### src/rtl/rx_byte_buffer.sv
// rx_byte_buffer
//   Receive-side byte buffer between uart_rx and the display path. Each byte
//   flagged by rdrf is acknowledged with a one-cycle rdrf_clr pulse; bytes
//   without a framing error are stored in a circular FIFO whose oldest entry
//   is presented on dout (show-ahead). A one-cycle pop discards the head.
//
// Ports
//   clk        system clock (clk25)
//   clr        synchronous active-low reset
//   rdrf       receive-data-register-full from uart_rx
//   rx_data    received byte, valid while rdrf = 1
//   FE         framing error qualifying rx_data
//   pop        one-cycle request to discard the head entry
//   err_clr    one-cycle pulse clearing overflow and frame_err
//   rdrf_clr   acknowledge to uart_rx, one cycle per accepted rdrf
//   dout       head-of-FIFO byte, 0x00 when empty
//   count      occupied entries, 0..DEPTH
//   empty      count = 0
//   full       count = DEPTH
//   overflow   sticky: good byte arrived while no room
//   frame_err  sticky: byte arrived with FE = 1
module rx_byte_buffer #(
  parameter int DEPTH = 8,
  parameter int AW    = 3
) (
  input  logic          clk,
  input  logic          clr,
  input  logic          rdrf,
  input  logic [7:0]    rx_data,
  input  logic          FE,
  input  logic          pop,
  input  logic          err_clr,
  output logic          rdrf_clr,
  output logic [7:0]    dout,
  output logic [AW:0]   count,
  output logic          empty,
  output logic          full,
  output logic          overflow,
  output logic          frame_err
);

  typedef enum logic [1:0] {
    S_IDLE = 2'd0,
    S_ACK  = 2'd1,
    S_WAIT = 2'd2
  } state_t;

  localparam logic [AW:0]   CNT_FULL = (AW+1)'(DEPTH);
  localparam logic [AW:0]   CNT_ONE  = (AW+1)'(1);
  localparam logic [AW-1:0] PTR_ONE  = AW'(1);

  state_t        state_q, state_d;
  logic [AW-1:0] wr_ptr_q, wr_ptr_d;
  logic [AW-1:0] rd_ptr_q, rd_ptr_d;
  logic [AW:0]   count_q, count_d;
  logic          overflow_q, overflow_d;
  logic          frame_err_q, frame_err_d;
  logic [7:0]    mem_q [DEPTH];

  logic          capture;
  logic          pop_ok;
  logic          room;
  logic          wr_en;

  always_comb begin
    state_d     = state_q;
    wr_ptr_d    = wr_ptr_q;
    rd_ptr_d    = rd_ptr_q;
    count_d     = count_q;
    overflow_d  = overflow_q;
    frame_err_d = frame_err_q;
    capture     = 1'b0;
    pop_ok      = 1'b0;
    room        = 1'b0;
    wr_en       = 1'b0;

    case (state_q)
      S_IDLE: begin
        if (rdrf) begin
          capture = 1'b1;
          state_d = S_ACK;
        end
      end
      S_ACK:   state_d = S_WAIT;
      S_WAIT:  if (!rdrf) state_d = S_IDLE;
      default: state_d = S_IDLE;
    endcase

    // A pop on the capture edge frees the slot the write needs when full;
    // a pop while empty is ignored so a same-edge write still lands.
    pop_ok = pop && (count_q != '0);
    room   = (count_q != CNT_FULL) || pop_ok;
    wr_en  = capture && !FE && room;

    if (pop_ok) rd_ptr_d = rd_ptr_q + PTR_ONE;
    if (wr_en)  wr_ptr_d = wr_ptr_q + PTR_ONE;

    case ({wr_en, pop_ok})
      2'b10:   count_d = count_q + CNT_ONE;
      2'b01:   count_d = count_q - CNT_ONE;
      default: count_d = count_q;
    endcase

    // Set has priority over err_clr on the same edge.
    if (err_clr) begin
      overflow_d  = 1'b0;
      frame_err_d = 1'b0;
    end
    if (capture && FE)          frame_err_d = 1'b1;
    if (capture && !FE && !room) overflow_d = 1'b1;
  end

  always_ff @(posedge clk) begin
    if (!clr) begin
      state_q     <= S_IDLE;
      wr_ptr_q    <= '0;
      rd_ptr_q    <= '0;
      count_q     <= '0;
      overflow_q  <= 1'b0;
      frame_err_q <= 1'b0;
    end else begin
      state_q     <= state_d;
      wr_ptr_q    <= wr_ptr_d;
      rd_ptr_q    <= rd_ptr_d;
      count_q     <= count_d;
      overflow_q  <= overflow_d;
      frame_err_q <= frame_err_d;
    end
  end

  // Storage carries no reset; stale entries are unreachable once the
  // pointers and count are cleared.
  always_ff @(posedge clk) begin
    if (clr && wr_en) mem_q[wr_ptr_q] <= rx_data;
  end

  assign rdrf_clr  = (state_q == S_ACK);
  assign count     = count_q;
  assign empty     = (count_q == '0);
  assign full      = (count_q == CNT_FULL);
  assign dout      = empty ? '0 : mem_q[rd_ptr_q];
  assign overflow  = overflow_q;
  assign frame_err = frame_err_q;

endmodule

### config.mk
export PLATFORM = sky130hd
export DESIGN_NAME = rx_byte_buffer
export DESIGN_NICKNAME = d
export VERILOG_FILES = /design/src/rtl/rx_byte_buffer.sv
export SDC_FILE = /design/constraint.sdc
export NUM_CORES = 1
export LEC_CHECK = 0
export BUFFER_PORTS_ARGS = -buffer_cell sky130_fd_sc_hd__buf_2
export CAP_MARGIN = 20
export CORE_ASPECT_RATIO = 1.75
export CORE_MARGIN = 2
export CORE_UTILIZATION = 35
export CTS_CLUSTER_DIAMETER = 80
export CTS_CLUSTER_SIZE = 40
export DETAILED_ROUTE_END_ITERATION = 7
export PLACE_DENSITY = 0.58
export SLEW_MARGIN = 0
export SYNTH_ARGS = -nofsm -noshare
export SYNTH_HDL_FRONTEND = slang
export SYNTH_SLANG_ARGS = --single-unit
### constraint.sdc
create_clock -name clk -period 3.3 [get_ports clk]
set_input_delay 0.99 -clock clk [delete_from_list [all_inputs] [get_ports clk]]
set_output_delay 0.99 -clock clk [all_outputs]
set_load 0.1 [all_outputs]
==> report_table.html <==
<table>
<tr><th>Metric</th><th>Value</th></tr>
<tr><th colspan="2">Place</th></tr>
<tr><td>HPWL reported at the end of detailed placement</td><td>4030 um</td></tr>
<tr><td>Port Buffer Count</td><td>30</td></tr>
<tr><td>Final RePlAce weighted congestion</td><td>0.703</td></tr>
<tr><th colspan="2">Timing</th></tr>
<tr><td>Highest attainable clock frequency</td><td>330 MHz</td></tr>
<tr><td>Tcrit/Tclk final</td><td>0.919</td></tr>
<tr><td>Max-slew violation count</td><td>0</td></tr>
<tr><td>Final setup skew</td><td>0.00555 ns</td></tr>
<tr><td>Time the worst path needs with I/O delays and setup</td><td>3.03 ns</td></tr>
<tr><td>Final-layout setup total negative slack</td><td>0 ns</td></tr>
<tr><td>Final Hold Fails</td><td>0</td></tr>
<tr><td>Relative slew margins</td><td>0.595</td></tr>
<tr><td>Setup repair after global routing missed its margin</td><td>no</td></tr>
<tr><td>Tightest Pin Transition</td><td>0.607 ns</td></tr>
<tr><td>Finish-stage setup viols</td><td>0</td></tr>
<tr><th colspan="2">Synthesis</th></tr>
<tr><td>Proportion of synthesized flip-flops having asynchronous set or reset</td><td>0</td></tr>
<tr><td>#FFs+latches synth</td><td>81</td></tr>
<tr><td>Top cell type by total area after synthesis</td><td>sky130_fd_sc_hd__edfxtp_1</td></tr>
<tr><td>Leading cell type by number of instances after synthesis</td><td>sky130_fd_sc_hd__edfxtp_1</td></tr>
<tr><td>Yosys Warn Count</td><td>0</td></tr>
<tr><td>Register area share after synthesis</td><td>0.687</td></tr>
<tr><td>Most frequent cells after synthesis</td><td>sky130_fd_sc_hd__edfxtp_1 (64), sky130_fd_sc_hd__dfxtp_1 (17), sky130_fd_sc_hd__mux4_2 (16), sky130_fd_sc_hd__mux2i_1 (12), sky130_fd_sc_hd__nor2_1 (11)</td></tr>
<tr><td>Leading register cell type out of synthesis</td><td>sky130_fd_sc_hd__edfxtp_1</td></tr>
<tr><td>Portion of synthesized cell area occupied by the leading cell type</td><td>0.584</td></tr>
<tr><td>Total nets after synthesis</td><td>213</td></tr>
<tr><td>Netlist cell types</td><td>38</td></tr>
<tr><td>Synth Cell Area</td><td>3290 um2</td></tr>
<tr><td>Count of flip-flops with a built-in enable after synthesis</td><td>64</td></tr>
<tr><td>Post-Synthesis Mean Instance Area</td><td>17.0 um2</td></tr>
<tr><td>Number of instances in the synthesized netlist</td><td>194</td></tr>
<tr><td>Cell types occupying the most area after synthesis</td><td>sky130_fd_sc_hd__edfxtp_1 (58%), sky130_fd_sc_hd__mux4_2 (11%), sky130_fd_sc_hd__dfxtp_1 (10%), sky130_fd_sc_hd__mux2i_1 (3.6%), sky130_fd_sc_hd__ha_1 (1.9%)</td></tr>
<tr><th colspan="2">Floorplanning</th></tr>
<tr><td>Die extent in y</td><td>132 um</td></tr>
<tr><td>DIE AREA</td><td>10200 um2</td></tr>
<tr><td>Initial core utilization</td><td>0.362</td></tr>
<tr><td>Number of cell rows</td><td>46</td></tr>
<tr><td>Die outline width</td><td>77.3 um</td></tr>
<tr><td>Top-Level Pins</td><td>31</td></tr>
<tr><td>Area of the core</td><td>9090 um2</td></tr>
<tr><th colspan="2">Setup path</th></tr>
<tr><td>Largest stage delay, worst path</td><td>0.56 ns</td></tr>
<tr><td>Startpoint of the most critical register-to-register path</td><td>count[0]</td></tr>
<tr><td>Kind of end point of the critical path</td><td>primary output</td></tr>
<tr><td>Flop-to-flop setup slack</td><td>0.88 ns</td></tr>
<tr><td>Worst Setup Start Kind</td><td>flip-flop</td></tr>
<tr><td>Number of cell instances on the worst register-to-register path</td><td>9</td></tr>
<tr><td>Slowest cell on the critical path</td><td>sky130_fd_sc_hd__mux4_2</td></tr>
<tr><td>Worst EP required</td><td>2.31 ns</td></tr>
<tr><td>Data arrival time of the critical path</td><td>2.04 ns</td></tr>
<tr><td>Reg-to-reg endpoint</td><td>count[2]</td></tr>
<tr><td>Worst Setup Path Type</td><td>flip-flop to primary output</td></tr>
<tr><td>Crit-path max FO</td><td>16</td></tr>
<tr><td>Series of cell instances along the critical path</td><td>buf_4, mux4_2, mux2i_1, nor2_2, buf_2</td></tr>
<tr><th colspan="2">Clock network</th></tr>
<tr><td>Buffer cell driving the clock tree root</td><td>sky130_fd_sc_hd__clkbuf_16</td></tr>
<tr><td>Hold Buf Count CTS</td><td>0</td></tr>
<tr><td>Number of buffers inserted by post-CTS setup repair</td><td>0</td></tr>
<tr><td>Number of H-tree branching levels</td><td>3</td></tr>
<tr><td>Number of resized instances in the post-cts repair step</td><td>0</td></tr>
<tr><td>Clock-pin slew reported for the worst setup and hold paths after clock tree synthesis</td><td>0.05 ns</td></tr>
<tr><td>Clock insertion delay at the later pin of the skew report</td><td>0.33 ns</td></tr>
<tr><td>Clock tree from TritonCTS</td><td>built</td></tr>
<tr><td>Largest buffer count on any clock path</td><td>2</td></tr>
<tr><td>Number of sinks on the clock net</td><td>81</td></tr>
<tr><td>CTS buffer count</td><td>9</td></tr>
<tr><th colspan="2">Min path</th></tr>
<tr><td>Type of the tightest min-delay check</td><td>flip-flop to flip-flop</td></tr>
<tr><td>Worst Hold Path Cells</td><td>2</td></tr>
<tr><td>Sink of the worst hold path</td><td>count[3]</td></tr>
<tr><td>Hold path startpoint</td><td>count[3]</td></tr>
<tr><th colspan="2">Run status</th></tr>
<tr><td>Result of the run</td><td>completed</td></tr>
<tr><th colspan="2">Route</th></tr>
<tr><td>DR iter-0 viols</td><td>119</td></tr>
<tr><td>Post-DR vias/cell</td><td>4.69</td></tr>
<tr><td>Detailed-route DRC error count</td><td>0</td></tr>
<tr><td>DR vias</td><td>1704</td></tr>
<tr><td>Drt first pass iters</td><td>4</td></tr>
<tr><td>Routed wire length</td><td>6070 um</td></tr>
<tr><td>Antenna Nets Post-Route</td><td>0</td></tr>
<tr><td>Final routed wire length divided by cell count</td><td>16.7 um</td></tr>
<tr><th colspan="2">Pwr</th></tr>
<tr><td>VDD IR max</td><td>867 uV</td></tr>
<tr><td>Final total power</td><td>3.72 mW</td></tr>
<tr><td>Power density over the cells</td><td>927 nW/um2</td></tr>
<tr><td>Leakage power summed over all cells</td><td>1.39 nW</td></tr>
<tr><th colspan="2">Final layout</th></tr>
<tr><td>Register area</td><td>2270 um2</td></tr>
<tr><td>Total Nets Final</td><td>257</td></tr>
<tr><td>Proportion of layout cells with a drive suffix above 1</td><td>0.383</td></tr>
<tr><td>Area taken by multi-input logic gates</td><td>1010 um2</td></tr>
<tr><td>Layout area overhead</td><td>22.0%</td></tr>
<tr><td>Fill count</td><td>835</td></tr>
<tr><td>Number of diodes added for antenna fixing</td><td>0</td></tr>
<tr><th colspan="2">GRT</th></tr>
<tr><td>Number of global-route vias before repair</td><td>1751</td></tr>
<tr><td>Pin count of the biggest net entering global routing</td><td>20</td></tr>
<tr><td>Leftover overflow at the end of global routing</td><td>0</td></tr>
<tr><td>Wire length of the first global-routing pass</td><td>9420 um</td></tr>
<tr><td>Overall fraction of global-route tracks in use</td><td>0.127</td></tr>
<tr><td>Antenna violations before repair</td><td>0</td></tr>
<tr><th colspan="2">Flow run</th></tr>
<tr><td>Number of max-capacitance violations reported</td><td>0</td></tr>
</table>
==> cell families after synthesis <==
logic type               count (synthesis)  synth area share
XOR/XNOR                                 5            0.0133
AND/OR/NAND/NOR                         51            0.0927
buffers and inverters                   12            0.0163
multiplexers                            28             0.146
adder cells (fa/ha/maj)                  5            0.0190
AO/OA/AOI/OAI                           12            0.0258
flip-flops                              81             0.687
==> where the power goes <==
| group | switching (mW) | internal, mW | leakage (nW) |
|---|---|---|---|
| Clock | 0.367 | 0.731 | 0.167 |
| Combinational | 1.08 | 0.333 | 0.504 |
| Sequential | 0.0611 | 1.15 | 0.717 |
| Total | 1.51 | 2.21 | 1.39 |
==> flip-flops by register name, summed over array words and instances, names as in the netlist, named ones only <==
name / count
mem_q: 64
count: 4
wr_ptr_q: 3
state_q: 2
rd_ptr_q: 3
overflow: 1
frame_err: 1
==> metal layers <==
layer	up-vias	routed length, um	GRT usage
met2	36	3260	0.224
met1	828	2450	0.142
met4	0	114	0.0595
met3	8	246	0.0322
li1	832	-	-
met5	-	0	0
==> per-stage QoR <==
stage	util	std cells	setup WS [ns]	hold slack (ns)	cell area, um2
after global placement	0.405	347	0.251	0.487	3680
final	0.442	363	0.267	0.504	4020
after CTS	0.442	363	0.213	0.504	4020
after detailed placement	0.405	347	0.196	0.493	3680
after floorplan	-	194	0.00596	0.472	3330
after global routing	0.442	363	0.127	0.523	4020
==> critical path: cells and delay by family (launching register included) <==
family / cells / cell delay [ns]
DFF: 1 / 0.31
muxes: 2 / 0.73
and+or+nand+nor: 1 / 0.05
buffers and inverters: 2 / 0.62
==> cells in the final DEF, fill, tap and decap left out, types with 4 or more instances in the layout <==
| master | n |
|---|---|
| sky130_fd_sc_hd__and2_1 | 4 |
| sky130_fd_sc_hd__buf_2 | 30 |
| sky130_fd_sc_hd__buf_4 | 12 |
| sky130_fd_sc_hd__clkbuf_16 | 9 |
| sky130_fd_sc_hd__dfxtp_1 | 13 |
| sky130_fd_sc_hd__edfxtp_1 | 64 |
| sky130_fd_sc_hd__ha_1 | 4 |
| sky130_fd_sc_hd__mux2i_1 | 12 |
| sky130_fd_sc_hd__mux4_2 | 16 |
| sky130_fd_sc_hd__nand2_1 | 6 |
| sky130_fd_sc_hd__nor2_2 | 8 |
| sky130_fd_sc_hd__nor2b_1 | 10 |
| sky130_fd_sc_hd__nor3_1 | 6 |
==> area by class of cell <==
type / count / area share
Multi-Input combinational cell: 101 / 0.251
Clock inverter: 7 / 0.0271
Timing Repair Buffer: 42 / 0.0598
Clock buffer: 9 / 0.0561
Tap cell: 120 / 0.0374
Inverter: 3 / 0.00280
Sequential cell: 81 / 0.566
==> worst max-delay path by stage <==
stage / start / endpoint / cells past startpoint
6_report: flip-flop / dout[3] / 5
5_1_grt: flip-flop / dout[4] / 5
4_1_cts: flip-flop / dout[4] / 5
3_5_place_dp: FE / count[2] / 11
3_3_place_gp: FE / count[2] / 11
2_1_floorplan: count[1] / count[2] / 11
No activity file was read; power rests on OpenSTA's default activity.
